--- config.mk ---
export PLATFORM = sky130hd
export DESIGN_NAME = bram_mac_engine
export DESIGN_NICKNAME = d
export VERILOG_FILES = /design/src/rtl/bram_mac_engine.sv
export SDC_FILE = /design/constraint.sdc
export NUM_CORES = 2
export LEC_CHECK = 0
export ABC_AREA = 1
export BUFFER_PORTS_ARGS = -buffer_cell sky130_fd_sc_hd__clkbuf_2
export CAP_MARGIN = 20
export CORE_MARGIN = 5
export CORE_UTILIZATION = 35
export DETAILED_ROUTE_END_ITERATION = 6
export GPL_TIMING_DRIVEN = 0
export PLACE_DENSITY = 0.53
export RECOVER_POWER = 100
export SLEW_MARGIN = 20
export SYNTH_ARGS = -nofsm -noshare
export SYNTH_HDL_FRONTEND = slang
export SYNTH_SLANG_ARGS = --single-unit
--- constraint.sdc ---
create_clock -name clk -period 15.89 [get_ports clk]
set_input_delay 0 -clock clk [delete_from_list [all_inputs] [get_ports clk]]
set_output_delay 0 -clock clk [all_outputs]
set_load 0.005 [all_outputs]
--- src/rtl/bram_mac_engine.sv ---
// Dot-product engine: reads N operand pairs from two BRAM ports, multiplies each pair, and accumulates the sum.
// Optional build macro BRAM_MAC_ACC_SAT_EN makes the accumulator saturate instead of wrapping.
module bram_mac_engine #(
  parameter int DATA_W = 32,
  parameter int ADDR_W = 5,
  parameter int DEPTH  = 32,
  parameter int ACC_W  = 64
) (
  input  logic                  clk,
  input  logic                  rst,
  input  logic                  start,
  input  logic [ADDR_W:0]       len,
  output logic                  mem_en,
  output logic [ADDR_W-1:0]     mem_addr,
  input  logic [DATA_W-1:0]     dout_A,
  input  logic [DATA_W-1:0]     dout_B,
  output logic [2*DATA_W-1:0]   prod_out,
  output logic                  prod_valid,
  output logic [ACC_W-1:0]      result,
  output logic                  result_valid,
  output logic                  done,
  output logic                  busy,
  output logic                  overflow
);

  typedef enum logic [1:0] {IDLE, READ, DRAIN, DONE} state_t;

  localparam logic [ADDR_W:0] DEPTH_L = (ADDR_W+1)'(DEPTH);

  state_t              state;
  logic [ADDR_W:0]     len_p0;
  logic                vld_p1;
  logic [ACC_W-1:0]    acc_p2;
  logic [ACC_W:0]      sum_p2;

  // Returns {carry, sum}; in saturating builds a carry pins the sum at the maximum.
  function automatic logic [ACC_W:0] acc_add(input logic [ACC_W-1:0] a,
                                             input logic [2*DATA_W-1:0] p);
    logic [ACC_W:0] s;
    s = {1'b0, a} + {{(ACC_W+1-2*DATA_W){1'b0}}, p};
`ifdef BRAM_MAC_ACC_SAT_EN
    if (s[ACC_W]) s = {1'b1, {ACC_W{1'b1}}};
`endif
    return s;
  endfunction

  assign sum_p2 = acc_add(acc_p2, prod_out);

  always_ff @(posedge clk or posedge rst) begin
    if (rst) begin
      state        <= IDLE;
      len_p0       <= '0;
      mem_en       <= 1'b0;
      mem_addr     <= '0;
      vld_p1       <= 1'b0;
      prod_out     <= '0;
      prod_valid   <= 1'b0;
      acc_p2       <= '0;
      result       <= '0;
      result_valid <= 1'b0;
      done         <= 1'b0;
      busy         <= 1'b0;
      overflow     <= 1'b0;
    end else begin
      done <= 1'b0;

      // Stage 1: BRAM data returns one cycle after the read is issued
      vld_p1 <= mem_en;

      // Stage 2: full-width unsigned product
      prod_valid <= vld_p1;
      if (vld_p1)
        prod_out <= {{DATA_W{1'b0}}, dout_A} * {{DATA_W{1'b0}}, dout_B};

      // Stage 3: accumulate; overflow stays set until the next accepted start
      if (prod_valid) begin
        acc_p2   <= sum_p2[ACC_W-1:0];
        overflow <= overflow | sum_p2[ACC_W];
      end

      case (state)
        IDLE: begin
          if (start) begin
            acc_p2       <= '0;
            overflow     <= 1'b0;
            result_valid <= 1'b0;
            busy         <= 1'b1;
            if (len != '0) begin
              len_p0   <= (len > DEPTH_L) ? DEPTH_L : len;
              mem_en   <= 1'b1;
              mem_addr <= '0;
              state    <= READ;
            end else begin
              state <= DONE;
            end
          end
        end
        READ: begin
          if ({1'b0, mem_addr} == len_p0 - 1'b1) begin
            mem_en <= 1'b0;
            state  <= DRAIN;
          end else begin
            mem_addr <= mem_addr + 1'b1;
          end
        end
        DRAIN: begin
          // The last product is accumulated on the same edge that leaves DRAIN.
          if (!mem_en && !vld_p1)
            state <= DONE;
        end
        DONE: begin
          result       <= acc_p2;
          done         <= 1'b1;
          result_valid <= 1'b1;
          busy         <= 1'b0;
          state        <= IDLE;
        end
        default: state <= IDLE;
      endcase
    end
  end

endmodule

## Yosys cells after proc, flatten, opt, wreduce, memory -nomap -nowiden

Index checks and enable logic that the tools add are counted.

- Bits in writable memories: 0
- Register bits: 212
- Output and inout port bits: 139
- Latch bits: 0
- Memories: 0
- Input port bits: 73
- ROM bits: 0
- Word-level logic and storage cells: 65

- Multiplexer cells: 25
- Multiply operators: 1
- Magnitude comparators: 1
- Eq/ne operators: 9
- Divide/modulo/power cells: 0
- Bitwise logic cells: 1
- Shift operators: 0
- Reduce and logical (&&, ||, !) cells: 12
- Add/subtract/negate cells: 3

Operators with widths:

| operator | count |
|---|---|
| two-way mux 64 bit | 3 |
| adder 64 x 64 -> 65 bit | 1 |
| multiplier 32 x 32 -> 64 bit | 1 |
| two-way mux 5 bit | 3 |
| != test 2 bit, second input constant | 5 |
| case mux 5 bit (2 select lines) | 1 |
| two-way mux 1 bit | 9 |
| two-way mux 2 bit | 4 |
| case mux 2 bit (4 select lines) | 1 |
| AND reduction 4 bit | 2 |
| equality test 5 x 6 -> 1 bit | 1 |
| greater-than comparator 6 bit, second input constant | 1 |
| two-way mux 6 bit | 1 |
| case mux 1 bit (2 select lines) | 3 |
| AND reduction 3 bit | 2 |
| nonzero test 6 bit | 1 |
| subtractor 6 x 1 -> 6 bit, second input constant | 1 |
| adder 5 x 1 -> 5 bit, second input constant | 1 |
| equality test 2 bit, second input constant | 2 |
| nonzero test 2 bit | 2 |
| equality test 2 x 1 -> 1 bit, second input constant | 1 |
| logical NOT 1 bit | 2 |
| logical NOT 2 bit | 1 |
| AND reduction 2 bit | 1 |
| 2 further kinds | 2 |

## Logic depth before layout (Yosys ltp)

- Depth after elaboration: 5
- Gate-level depth with buffers: 31
- Gate-level depth less buffers: 30

## Least setup slack after synthesis

OpenSTA, ideal clock, no wires.

- Path type: input port to flip-flop
- Start: input port dout_A[31]
- End: register prod_out[53]
- Data arrival time: 5,747 ps
- Buffers on the path: 1
- Stages on the path: 27
- Path slack: 10,025 ps
- Library setup time: 118 ps
- Path through: clkbuf_1 nand2_1 fa_1 inv_1 fa_1 fa_1 inv_1 fa_1 inv_1 fa_1 fa_1 fa_1 inv_1 fa_1 inv_1 ha_1 nand2_1 nor2_1 inv_1 nor2_1 inv_1 o21ai_0 nand2_1 nand3_1 nand2_1 nand3_1 nand2_1

- Word-level cells in the longest chain between the ends: 1

RTL lines:

| item | line | text |
|---|---|---|
| start, declared | 15 | `input logic [DATA_W-1:0] dout_A,` |
| multiplier 32 x 32 -> 64 bit | 73 | `prod_out <= {{DATA_W{1'b0}}, dout_A} * {{DATA_W{1'b0}}, dout_B};` |
| end signal, assigned | 73 |  |
| end, declared | 17 | `output logic [2*DATA_W-1:0] prod_out,` |

Every way passes these cells.
A chain may end at the register's enable or synchronous reset.

## Worst setup path after layout

- Start: input port dout_B[8]
- End: register prod_out[63]

- Word-level cells in the longest chain between the ends: 1

RTL lines:

| item | line | text |
|---|---|---|
| start, declared | 16 | `input logic [DATA_W-1:0] dout_B,` |
| multiplier 32 x 32 -> 64 bit | 73 |  |

Every way passes these cells.

==> summary.txt <==
Finish
  – Area Overhead vs Synth: 8.560%
  – Fin nets: 8,566
  – Ratio of cells with drive above 1 in the final layout: about 4.0%
  – Fillers: about 15,000

Route
  – Remaining DRCs: 0
  – Post-Route WL: between 200,000 and 250,000 µm
  – Antenna Nets Post-Route: 0
  – Vias after detailed routing: ~45,000
  – Drt first pass iters: 6
  – Vias per cell: approximately 4.9
  – Initial DRC Count: around 4,100
  – DR WL/cell: 22.78 µm

Synthesis
  – Syn nets: 8,309
  – Seq cells post-synth: approximately 210
  – Syn Area/Cell: ~7.2 µm²
  – Synthesized area: about 0.05 mm²
  – Synth top area share: a little over a third
  – Seq/Total Area, Yosys: between 10% and 20%
  – Area leader, netlist: fa_1
  – Syn Inst Count: around 7,000
  – Synth top area cells: fa_1, nand2_1, inv_1, dfrtp_1, ha_1
  – Synth Warn #: 0
  – Distinct cells, synth: 43

CTS
  – Root Driver: clkbuf_16
  – Clock buffer depth: 3
  – Post-CTS setup-driven buffer insertion count: 0
  – CTS tree: built
  – Post-CTS Hold Fix Bufs: 14
  – Clock slew at reported path FFs: roughly 0.060 ns
  – Clk Latency, worst-skew pair: between 0.5 and 0.6 ns
  – Clk sinks: 212
  – TritonCTS buffer count: 24
  – PostCTS Resize Cnt: 0
  – H-tree levels: 1

Critical path
  – Worst r2r dst: overflow
  – Worst Path Required: 16.31 ns
  – Kind of critical path: in2reg
  – R2r setup slk: 12.43 ns
  – Worst-case reg-to-reg path depth: 14
  – CP endpoint kind: flip-flop
  – Crit start category: primary input
  – Worst EP arrival: 8.13 ns
  – CP Max Fanout: 10
  – R2r startpoint: acc_p2[0]

Floorplanning
  – Die width: roughly 390 µm
  – Ports: ~210
  – Die ar.: approximately 0.15 mm²
  – Std cell rows: around 140
  – Chip height: about 400 µm
  – Starting Density: a little over a third
  – Core ar.: between 0.1 and 0.15 mm²

Timing
  – Max Fclk: between 100 and 150 MHz
  – WHS: about 0.0042 ns
  – Max_slew headroom: -203.8%
  – Worst slew pin tran: 4.557 ns
  – Final number of setup-violating endpoints: 0
  – Number of slew-limit violations in the final report: approximately 220
  – Fin crit period: between 7 and 8 ns
  – RSZ-0062 raised after global routing: no
  – Period utilisation layout: slightly below 50%
  – Final Hold Viols: 0
  – Setup_tns: 0 ns
  – Setup Skew: between 0.03 and 0.04 ns

Global route
  – Largest net degree at the start of global routing: 82
  – GRT Overall Usage: ~28%
  – First-pass GRT wire length: approximately 300,000 µm
  – Vias in the first global route: 45,322
  – Initial antenna violation count: 9
  – Grt ovf: 0

Worst hold path
  – Beginning of the worst hold path: dout_B[0]
  – Hold path endpoint: prod_out[0]
  – Worst hold path type: in2reg
  – Hold depth: 3

Run status
  – Status: finished with violations
  – Failing checks: capacitance limit, slew limit

Placed design
  – GP Congestion: around 0.98
  – Port bufs: ~210
  – Post-DP HPWL: 178,400 µm

Job
  – Max Cap Viol: 3
-- cell type report --
cell class	count	area, µm²	share of cell area (%)
multi-input cells	4451	35920	66.04
well taps	1890	2365	4.347
diodes	5	12.51	0.02300
clock buffers	30	663.1	1.219
flip-flops and latches	212	5305	9.753
plain buffers	236	900.9	1.656
clock inverters	11	198.9	0.3657
inverters	2107	7910	14.54
repair buffers	231	1120	2.059
-- worst max-delay path by stage --
stage | startpoint | to | slack (ns)
after detailed placement | dout_B[17] | prod_out[62] | 8.21
after CTS | dout_B[17] | prod_out[62] | 8.76
final | dout_B[8] | prod_out[63] | 8.19
after floorplan | dout_A[31] | prod_out[53] | 10.03
after global routing | dout_B[8] | prod_out[63] | 7.97
after global placement | rst | acc_p2[60] | 7.39
-- critical path, cell delays in order --
cell      delay [ns]
clkbuf_1        0.54
clkbuf_1        0.77
nand2_1         0.12
inv_1           0.12
fa_1            0.43
fa_1            0.55
inv_1           0.05
fa_1            0.50
fa_1            0.56
inv_1           0.05
fa_1            0.55
fa_1            0.43
fa_1            0.60
fa_1            0.48
ha_1            0.42
nand2_1         0.16
nor2_1          0.23
inv_1           0.08
nor2_1          0.43
and3_1          0.24
nand2_1         0.06
nand2_1         0.27
nand2_1         0.12
nand2_1         0.08
nand2_1         0.05
nand3_1         0.13
nand2_1         0.07
-- synth_stat cells, drive strengths merged --
cell type and instances:
o211ai 4, and2 3, o21ai 106, nor3 17, buf 11, fa 897
inv 2104, o221ai 3, nor2 301, nand4 24, a21o 2, nand2b 1
clkbuf 225, mux2 36, xor2 33, nor4 17, nand3 185, o21bai 9
o21a 1, nand3b 7, a21oi 180, xnor2 30, nand2 2244, ha 333
and3 2, dfrtp 212, a31oi 2, or2 14, clkinv 3
-- through the flow --
stage | area, µm² | utilization [%] | setup WS, ns | std cells
6_report | 54400 | 38.33 | 8.188 | 9173
5_1_grt | 54380 | 38.32 | 7.972 | 9168
4_1_cts | 54610 | 38.48 | 8.758 | 9165
3_5_place_dp | 53610 | 37.77 | 8.207 | 9110
3_3_place_gp | 53530 | 37.71 | 7.391 | 9107
2_1_floorplan | 50110 | - | 10.03 | 7006
-- layer usage --
metal | wire length [µm] | GRT usage [%] | vias to the layer above
li1 | - | - | 20344
met1 | 90880 | 38.34 | 22279
met2 | 92030 | 43.73 | 1864
met3 | 15910 | 4.016 | 382
met4 | 10140 | 10.12 | 2
met5 | 18 | 0 | -
-- registers in the layout (all words and copies together), names as in the netlist --
| register | cells |
|---|---|
| mem_addr | 5 |
| prod_out | 64 |
| mem_en | 1 |
| len_p0 | 6 |
| overflow | 1 |
| state | 2 |
| done | 1 |
| result_valid | 1 |
| prod_valid | 1 |
| acc_p2 | 64 |
| busy | 1 |
| result | 64 |
| vld_p1 | 1 |
-- layout by cell type, fill, tap and decap left out, drive strengths merged, types with 2 or more instances in the layout --
cell and instances:
nand3b 7, and2 3, or2 14, a21o 2
bufinv 5, o221ai 3, a21oi 180, nand3 185
o21bai 9, clkbuf 471, nand4 24, o21ai 106
ha 333, inv 2104, nor2 301, xnor2 30
dlygate4sd3 14, dfrtp 212, nor3 17, buf 12
mux2 36, nor4 17, diode 5, clkinv 8
and3 2, xor2 33, o211ai 4, fa 897
nand2 2244, a31oi 2
-- kinds of logic after synthesis --
kind of cell             Yosys count  synth area share, %
AO/OA/AOI/OAI                    307                3.219
XOR/XNOR                          63                1.101
adder cells (fa/ha/maj)         1230                44.15
buffers and inverters           2343                17.57
flip-flops                       212                10.59
multiplexers                      36               0.8091
AND/OR/NAND/NOR                 2815                22.56
Power is not shown: default switching activity piles up to over one toggle a cycle in this logic, so the estimate is an artifact.
